<file path="config.mk">
export PLATFORM = sky130hd
export DESIGN_NAME = acc_fifo_buffer
export DESIGN_NICKNAME = d
export VERILOG_FILES = /design/src/rtl/acc_buf_pkg.sv /design/src/rtl/acc_buf_ptr.sv /design/src/rtl/acc_fifo_buffer.sv
export SDC_FILE = /design/constraint.sdc
export NUM_CORES = 1
export LEC_CHECK = 0
export ABC_AREA = 1
export CAP_MARGIN = 25
export CORE_MARGIN = 2
export CORE_UTILIZATION = 54
export DETAILED_ROUTE_END_ITERATION = 16
export PLACE_DENSITY = 0.83
export SLEW_MARGIN = 30
export SYNTH_ARGS = -nofsm -noshare
export SYNTH_HDL_FRONTEND = slang
export SYNTH_SLANG_ARGS = --single-unit
export TNS_END_PERCENT = 10
</file>
<file path="constraint.sdc">
create_clock -name clk -period 2.59 [get_ports clk]
set_input_delay 0.3885 -clock clk [delete_from_list [all_inputs] [get_ports clk]]
set_output_delay 0.3885 -clock clk [all_outputs]
set_load 0.05 [all_outputs]
</file>
<file path="src/rtl/acc_buf_pkg.sv">
// Shared constants, width helpers and entry layout for the accumulator-side
// elastic buffer.
package acc_buf_pkg;

  localparam int ACC_SIZE  = 8;
  localparam int ACC_LANES = 2;
  localparam int ACC_DEPTH = 4;

  // Occupancy counter must be able to hold the value Depth itself.
  function automatic int occ_width(input int depth);
    return $clog2(depth + 1);
  endfunction

  function automatic int ptr_width(input int depth);
    return (depth <= 2) ? 1 : $clog2(depth);
  endfunction

  typedef struct packed {
    logic [ACC_LANES*ACC_SIZE-1:0] data;
    logic                          done;
  } acc_entry_t;

endpackage

</file>
<file path="src/rtl/acc_buf_ptr.sv">
// Modulo-Depth pointer for the buffer; Depth need not be a power of two.
module acc_buf_ptr
  import acc_buf_pkg::*;
#(
  parameter int Depth = ACC_DEPTH
) (
  input  logic                          clk,
  input  logic                          rst,
  input  logic                          clr,
  input  logic                          inc,
  output logic [ptr_width(Depth)-1:0]   ptr
);

  localparam int PW = ptr_width(Depth);

  logic [PW-1:0] ptr_r;
  logic [PW-1:0] ptr_nxt_s;

  // next pointer value with explicit wrap at the last index
  always_comb begin
    ptr_nxt_s = ptr_r;
    if (inc) begin
      if (ptr_r == PW'(Depth - 1)) begin
        ptr_nxt_s = '0;
      end else begin
        ptr_nxt_s = ptr_r + PW'(1);
      end
    end else begin
      ptr_nxt_s = ptr_r;
    end
  end

  // pointer register, clear has priority over advance
  always_ff @(posedge clk) begin
    if (rst) begin
      ptr_r <= '0;
    end else if (clr) begin
      ptr_r <= '0;
    end else begin
      ptr_r <= ptr_nxt_s;
    end
  end

  assign ptr = ptr_r;

endmodule

</file>
<file path="src/rtl/acc_fifo_buffer.sv">
// First-word-fall-through elastic buffer between multiplier array and
// accumulator, with done-tag tracking, flush and occupancy reporting.
module acc_fifo_buffer
  import acc_buf_pkg::*;
#(
  parameter int Size  = ACC_SIZE,
  parameter int Lanes = ACC_LANES,
  parameter int Depth = ACC_DEPTH
) (
  input  logic                          clk,
  input  logic                          rst,
  input  logic                          flush,
  input  logic                          in_valid,
  output logic                          in_ready,
  input  logic [Lanes*Size-1:0]         in_data,
  input  logic                          in_done,
  output logic                          out_valid,
  input  logic                          out_ready,
  output logic [Lanes*Size-1:0]         out_data,
  output logic                          out_done,
  output logic [occ_width(Depth)-1:0]   level,
  output logic                          done_pending
);

  localparam int W  = Lanes * Size;
  localparam int LW = occ_width(Depth);
  localparam int PW = ptr_width(Depth);

  typedef struct packed {
    logic [W-1:0] data;
    logic         done;
  } entry_t;

  entry_t        mem_r [Depth];
  logic [PW-1:0] wr_ptr_s;
  logic [PW-1:0] rd_ptr_s;
  logic [LW-1:0] level_r;
  logic [LW-1:0] done_cnt_r;
  logic          in_ready_r;
  logic          out_valid_r;
  logic          done_pending_r;

  logic          push_s;
  logic          pop_s;
  logic          head_done_s;
  logic [LW-1:0] level_nxt_s;
  logic [LW-1:0] done_cnt_nxt_s;

  assign push_s = in_valid & in_ready_r;
  assign pop_s  = out_valid_r & out_ready;

  acc_buf_ptr #(.Depth(Depth)) u_wr_ptr (
    .clk (clk),
    .rst (rst),
    .clr (flush),
    .inc (push_s),
    .ptr (wr_ptr_s)
  );

  acc_buf_ptr #(.Depth(Depth)) u_rd_ptr (
    .clk (clk),
    .rst (rst),
    .clr (flush),
    .inc (pop_s),
    .ptr (rd_ptr_s)
  );

  // storage write; contents are never cleared, emptiness is handled by masking
  always_ff @(posedge clk) begin
    if (push_s && !rst && !flush) begin
      mem_r[wr_ptr_s] <= '{data: in_data, done: in_done};
    end
  end

  assign head_done_s = mem_r[rd_ptr_s].done;

  // next occupancy and done-tag count from this cycle's push/pop
  always_comb begin
    level_nxt_s    = level_r;
    done_cnt_nxt_s = done_cnt_r;
    case ({push_s, pop_s})
      2'b10:   level_nxt_s = level_r + LW'(1);
      2'b01:   level_nxt_s = level_r - LW'(1);
      default: level_nxt_s = level_r;
    endcase
    case ({push_s & in_done, pop_s & head_done_s})
      2'b10:   done_cnt_nxt_s = done_cnt_r + LW'(1);
      2'b01:   done_cnt_nxt_s = done_cnt_r - LW'(1);
      default: done_cnt_nxt_s = done_cnt_r;
    endcase
  end

  // status registers; flags are precomputed so no port sees a comb path
  always_ff @(posedge clk) begin
    if (rst || flush) begin
      level_r        <= '0;
      done_cnt_r     <= '0;
      in_ready_r     <= 1'b1;
      out_valid_r    <= 1'b0;
      done_pending_r <= 1'b0;
    end else begin
      level_r        <= level_nxt_s;
      done_cnt_r     <= done_cnt_nxt_s;
      in_ready_r     <= (level_nxt_s != LW'(Depth));
      out_valid_r    <= (level_nxt_s != LW'(0));
      done_pending_r <= (done_cnt_nxt_s != LW'(0));
    end
  end

  // head presentation, forced to zero while empty
  always_comb begin
    out_data = '0;
    out_done = 1'b0;
    if (out_valid_r) begin
      out_data = mem_r[rd_ptr_s].data;
      out_done = mem_r[rd_ptr_s].done;
    end else begin
      out_data = '0;
      out_done = 1'b0;
    end
  end

  assign in_ready     = in_ready_r;
  assign out_valid    = out_valid_r;
  assign level        = level_r;
  assign done_pending = done_pending_r;

endmodule

</file>
# Word level (Yosys, flattened, before mapping)
# Memories as Yosys holds them, arrays and structs flattened. A register that Yosys moved wholly into a read port is not among the register bits.
# Index checks and enable logic that the tools add are counted.
# word_totals
ramBits,68
register_bits,13
mem_count,1
# op_classes
n_addsub,6
eq_ne,7
reduce_logical,8
bitwise,4
mux,10
# memory_table
memory,depth,width,rd,rd_clocked_by_memory_dff,wr,line,text
mem_r,4,17,1,1,1,acc_fifo_buffer.sv:34,entry_t mem_r [Depth];
# ops
cell,n
$mux W16,1
$pmux W3 S2,2
$eq A2 B2 Y1 const B,4
$mux W2,4
$add A3 B1 Y3 const B,2
$reduce_bool A3 Y1,2
$sub A3 B1 Y3 const B,2
$add A2 B1 Y2 const B,2
$and A1 B1 Y1,4
$eq A2 B1 Y1 const B,2
$mux W1,3
$ne A3 B3 Y1 const B,1
$logic_and A1 B1 Y1,2
$logic_not A1 Y1,2
$reduce_or A2 Y1,1
$logic_or A1 B1 Y1,1

# Longest topological paths before layout
# depth
word_depth,5
mapped_depth,14

# Hierarchy
# Synthesis repeated with hierarchy kept, for this count alone.
# unflattened
hier_cells,302
hier_area_um2,3370.7
# modules_own_cells
mod,cells_each,seq_area_each_um2,area_per_inst_um2,instances
acc_fifo_buffer,274,2222.1,3175.5,1
acc_buf_ptr,14,40.0,97.6,2

# Worst setup path before layout
# Ideal clock, no wire load.
# synth_path
kind,register to output
start,"register out_valid_r, in the netlist out_valid"
end,output out_data[10]
path_stages_with_launch,4
arrival_time_ns,1.954
slack_ns,0.248
path_cell_list,dfxtp_1 > clkinv_1 > clkbuf_1 > a21oi_1
# synth_between
elab_chain_cells,1
# synth_rtl
element,line,text
start: declaration,acc_fifo_buffer.sv:40,logic out_valid_r;
start signal: assignment,acc_fifo_buffer.sv:105,out_valid_r <= (level_nxt_s != LW'(0));
$mux W16,acc_fifo_buffer.sv:114,if (out_valid_r) begin
end: declaration,acc_fifo_buffer.sv:19,"output logic [Lanes*Size-1:0] out_data,"
# No other way between the ends.

==> impl_metrics.tcl <==
set metrics [dict create \
    yosys_warnings 0 \
    synthArstFlopShare 0 \
    slowest_stage "fa_1" \
    drc_errors 0 \
    tritoncts "built" \
    cp_cell_sequence "inv_4 > nor2_1 > nor2_1 > o21ai_0 > a21oi_1 > ha_1 > fa_1 > or2_2 > o21ai_0 > nand2_1 > nand2_1 > nand2_1" \
    post-route-util 0.6618 \
    area_growth_pct 20.25 \
    hold_violations 0 \
    synth.net_count 330 \
    synth_flop_cell "edfxtp_1" \
    dpl_cell_area_um2 3915 \
    cts_resized 0 \
    path_max_fanout 14 \
    place_inst 420 \
    cts_setup_buffers 0 \
    fillCellCount 459 \
    cpMostUsedCell "nand2_1" \
    p_switching_mw 0.6246 \
    yosys-top-cells-area "edfxtp_1, dfxtp_1, nor2_1" \
    multi_input_area_um2 880.8 \
    yosysMostFrequentCell "nor2_1" \
    peakVddDrop_mv 0.3406 \
    synth.distinct_cells 24 \
    p_int_mw 2.105 \
    ff2ff_path_depth 12 \
    hold_path_class "flop to flop" \
    worstSetupPathType "flop to flop" \
    grt_pass1_wl_mm 9.991 \
    first_global_vias 2258 \
    required_ns 2.82 \
    seqPwrFrac 0.540 \
    synth_area_um2 3435 \
    io_pins 45 \
    max_stage_delay_ns 0.42 \
    min_period_ns 2.265 \
    yosysTopAreaCell "edfxtp_1" \
    cp-start-kind "flop" \
    setup_tns_ns 0 \
    synth-seq-area-share 0.6820 \
    syn_area_per_cell_um2 11.49 \
    row_count 29 \
    slew_headroom 0.6698 \
    ys_ff_latch 83 \
    cts.sinks 83 \
    port_buffers 44 \
    grt_max_degree 33 \
    routed_wl_mm 6.290 \
    numCtsBuffers 9 \
    core_area_um2 6241 \
    syn_inst 299 \
    total_leakage_power_nw 1.589 \
    overflow 0 \
    p_per_area_nw_per_um2 660.8 \
    end_kind "flop" \
    num_vias 2290 \
    fin_worst_skew_ns 0.008446 \
    routabilityCongestion 0.8603 \
    synthTopCellsByCount "nor2_1, edfxtp_1, o21ai_1, inv_1, a21oi_1" \
    cp-endpoint "done_pending" \
    clk_path_buf_depth 2 \
    synth_edf_count 68 \
    cts_max_level 3 \
    firstDrtPassIters 4 \
    antenna_found_initial 0 \
    clkPwrFrac 0.356 \
    regToRegEndpoint "done_pending" \
    rsz0062_at_grt "no" \
    arrival_ns 2.49 \
    first_iter_violations 147 \
    finalCritPeriodShare 0.8746 \
    switching_share 0.2289 \
    final_nets 385 \
    setup_viol 0 \
    max_clock_freq_mhz 441.4 \
    antenna_cells 0 \
    drv_cap 0 \
    ant_nets 0 \
    holdBufCountCts 0 \
    clock_latency_ns 0.33 \
    root_buffer "clkbuf_8" \
    final_cell_area_um2 4130 \
    vias_per_cell 5.252 \
    die_w_um 83.75 \
    wire_per_inst_um 14.43 \
    worstMarginPinSlew_ns 0.4937 \
    p_comb_frac 0.104 \
    clk_pin_slew_ns 0.08 \
    grt_usage 0.1851 \
    fin_cells 436 \
    outcome "completed" \
    dieArea_um2 7014 \
    die_height_um 83.75 \
    dp_hpwl_mm 3.929 \
    rrSetupSlack_ns 0.32 \
    drive_gt1_frac 0.1309 \
    synth_top_area_share 0.5945 \
    seq_area_um2 2342 \
    initial_core_util 0.5503 \
    maxSlewViolCount 0 \
]
## stage by stage
step	total power [mW]	worst slack (ns)	hold WS, ns
2_1_floorplan	1.678	0.2478	0.4810
3_3_place_gp	1.780	0.1737	0.5076
3_5_place_dp	1.787	0.1223	0.5084
4_1_cts	2.742	0.3380	0.5292
5_1_grt	2.812	0.1465	0.5577
6_report	2.729	0.3247	0.5230
## power by group through the flow
stage	Sequential, mW	Clock [mW]	Combinational (mW)
2_1_floorplan	1.52	0	0.158
3_3_place_gp	1.50	0	0.277
3_5_place_dp	1.50	0	0.284
4_1_cts	1.47	0.983	0.285
5_1_grt	1.48	1.03	0.307
6_report	1.47	0.971	0.285
## logic make-up (layout without fill, tap and decap cells)
logic type | Yosys count | after routing | synth area share
buf+inv | 37 | 97 | 0.06156
simple gates | 108 | 108 | 0.1253
flops | 83 | 83 | 0.6820
xor+xnor | 2 | 2 | 0.005101
compound gates | 60 | 60 | 0.08889
fa+ha+maj | 9 | 9 | 0.03716
## worst max-delay path, delay by kind of cell (launching register included)
kind / cells / cell delay [ns]
flip-flops: 1 / 0.34
AO/OA/AOI/OAI: 3 / 0.40
adder cells (fa/ha/maj): 2 / 0.64
AND/OR/NAND/NOR: 6 / 0.63
buffers and inverters: 1 / 0.15
## registers in the layout (all words and copies together) (netlist names), named ones only
name	count
u_rd_ptr.ptr	2
u_wr_ptr.ptr	2
done_cnt_r	3
out_valid	1
mem_r	68
level	3
in_ready	1
done_pending	1
## worst min-delay path by stage
stage | cells after the start | endpoint | slack [ns] | from
4_1_cts | 2 | u_rd_ptr.ptr[1] | 0.53 | u_rd_ptr.ptr[1]
5_1_grt | 2 | u_rd_ptr.ptr[1] | 0.56 | u_rd_ptr.ptr[1]
3_5_place_dp | 3 | in_ready | 0.51 | level[2]
2_1_floorplan | 2 | flop | 0.48 | u_rd_ptr.ptr[1]
3_3_place_gp | 3 | in_ready | 0.51 | level[2]
6_report | 2 | u_rd_ptr.ptr[1] | 0.52 | u_rd_ptr.ptr[1]
## placed cells by master, fill, tap and decap left out, types with 2 or more instances in the layout
master           count
nand3_1              5
dfxtp_1             15
a21oi_1             21
o21ai_0              7
nand4_1              3
o21ai_1             30
bufinv_16            2
nand2_1             20
clkinv_1             2
nor2_1              77
inv_1               23
inv_4                2
clkbuf_8             9
fa_1                 2
clkinv_2             2
buf_4               27
edfxtp_1            68
clkdlybuf4s50_1     27
ha_1                 7
xor2_1               2
## metal layers
layer  track usage  wire length (um)
met1        0.2280              2675
met3       0.04352               307
met4       0.08944                60
met5             0                 0
met2        0.3084              3247
## final cells by class
class,count,share of cell area
timing repair buffer,55,0.1194
tap,77,0.02333
inverter,26,0.02484
clock inverter,7,0.02211
sequential,83,0.5671
clock buffer,9,0.02999
multi-input combinational,179,0.2133
(Power assumes the default switching activity.)
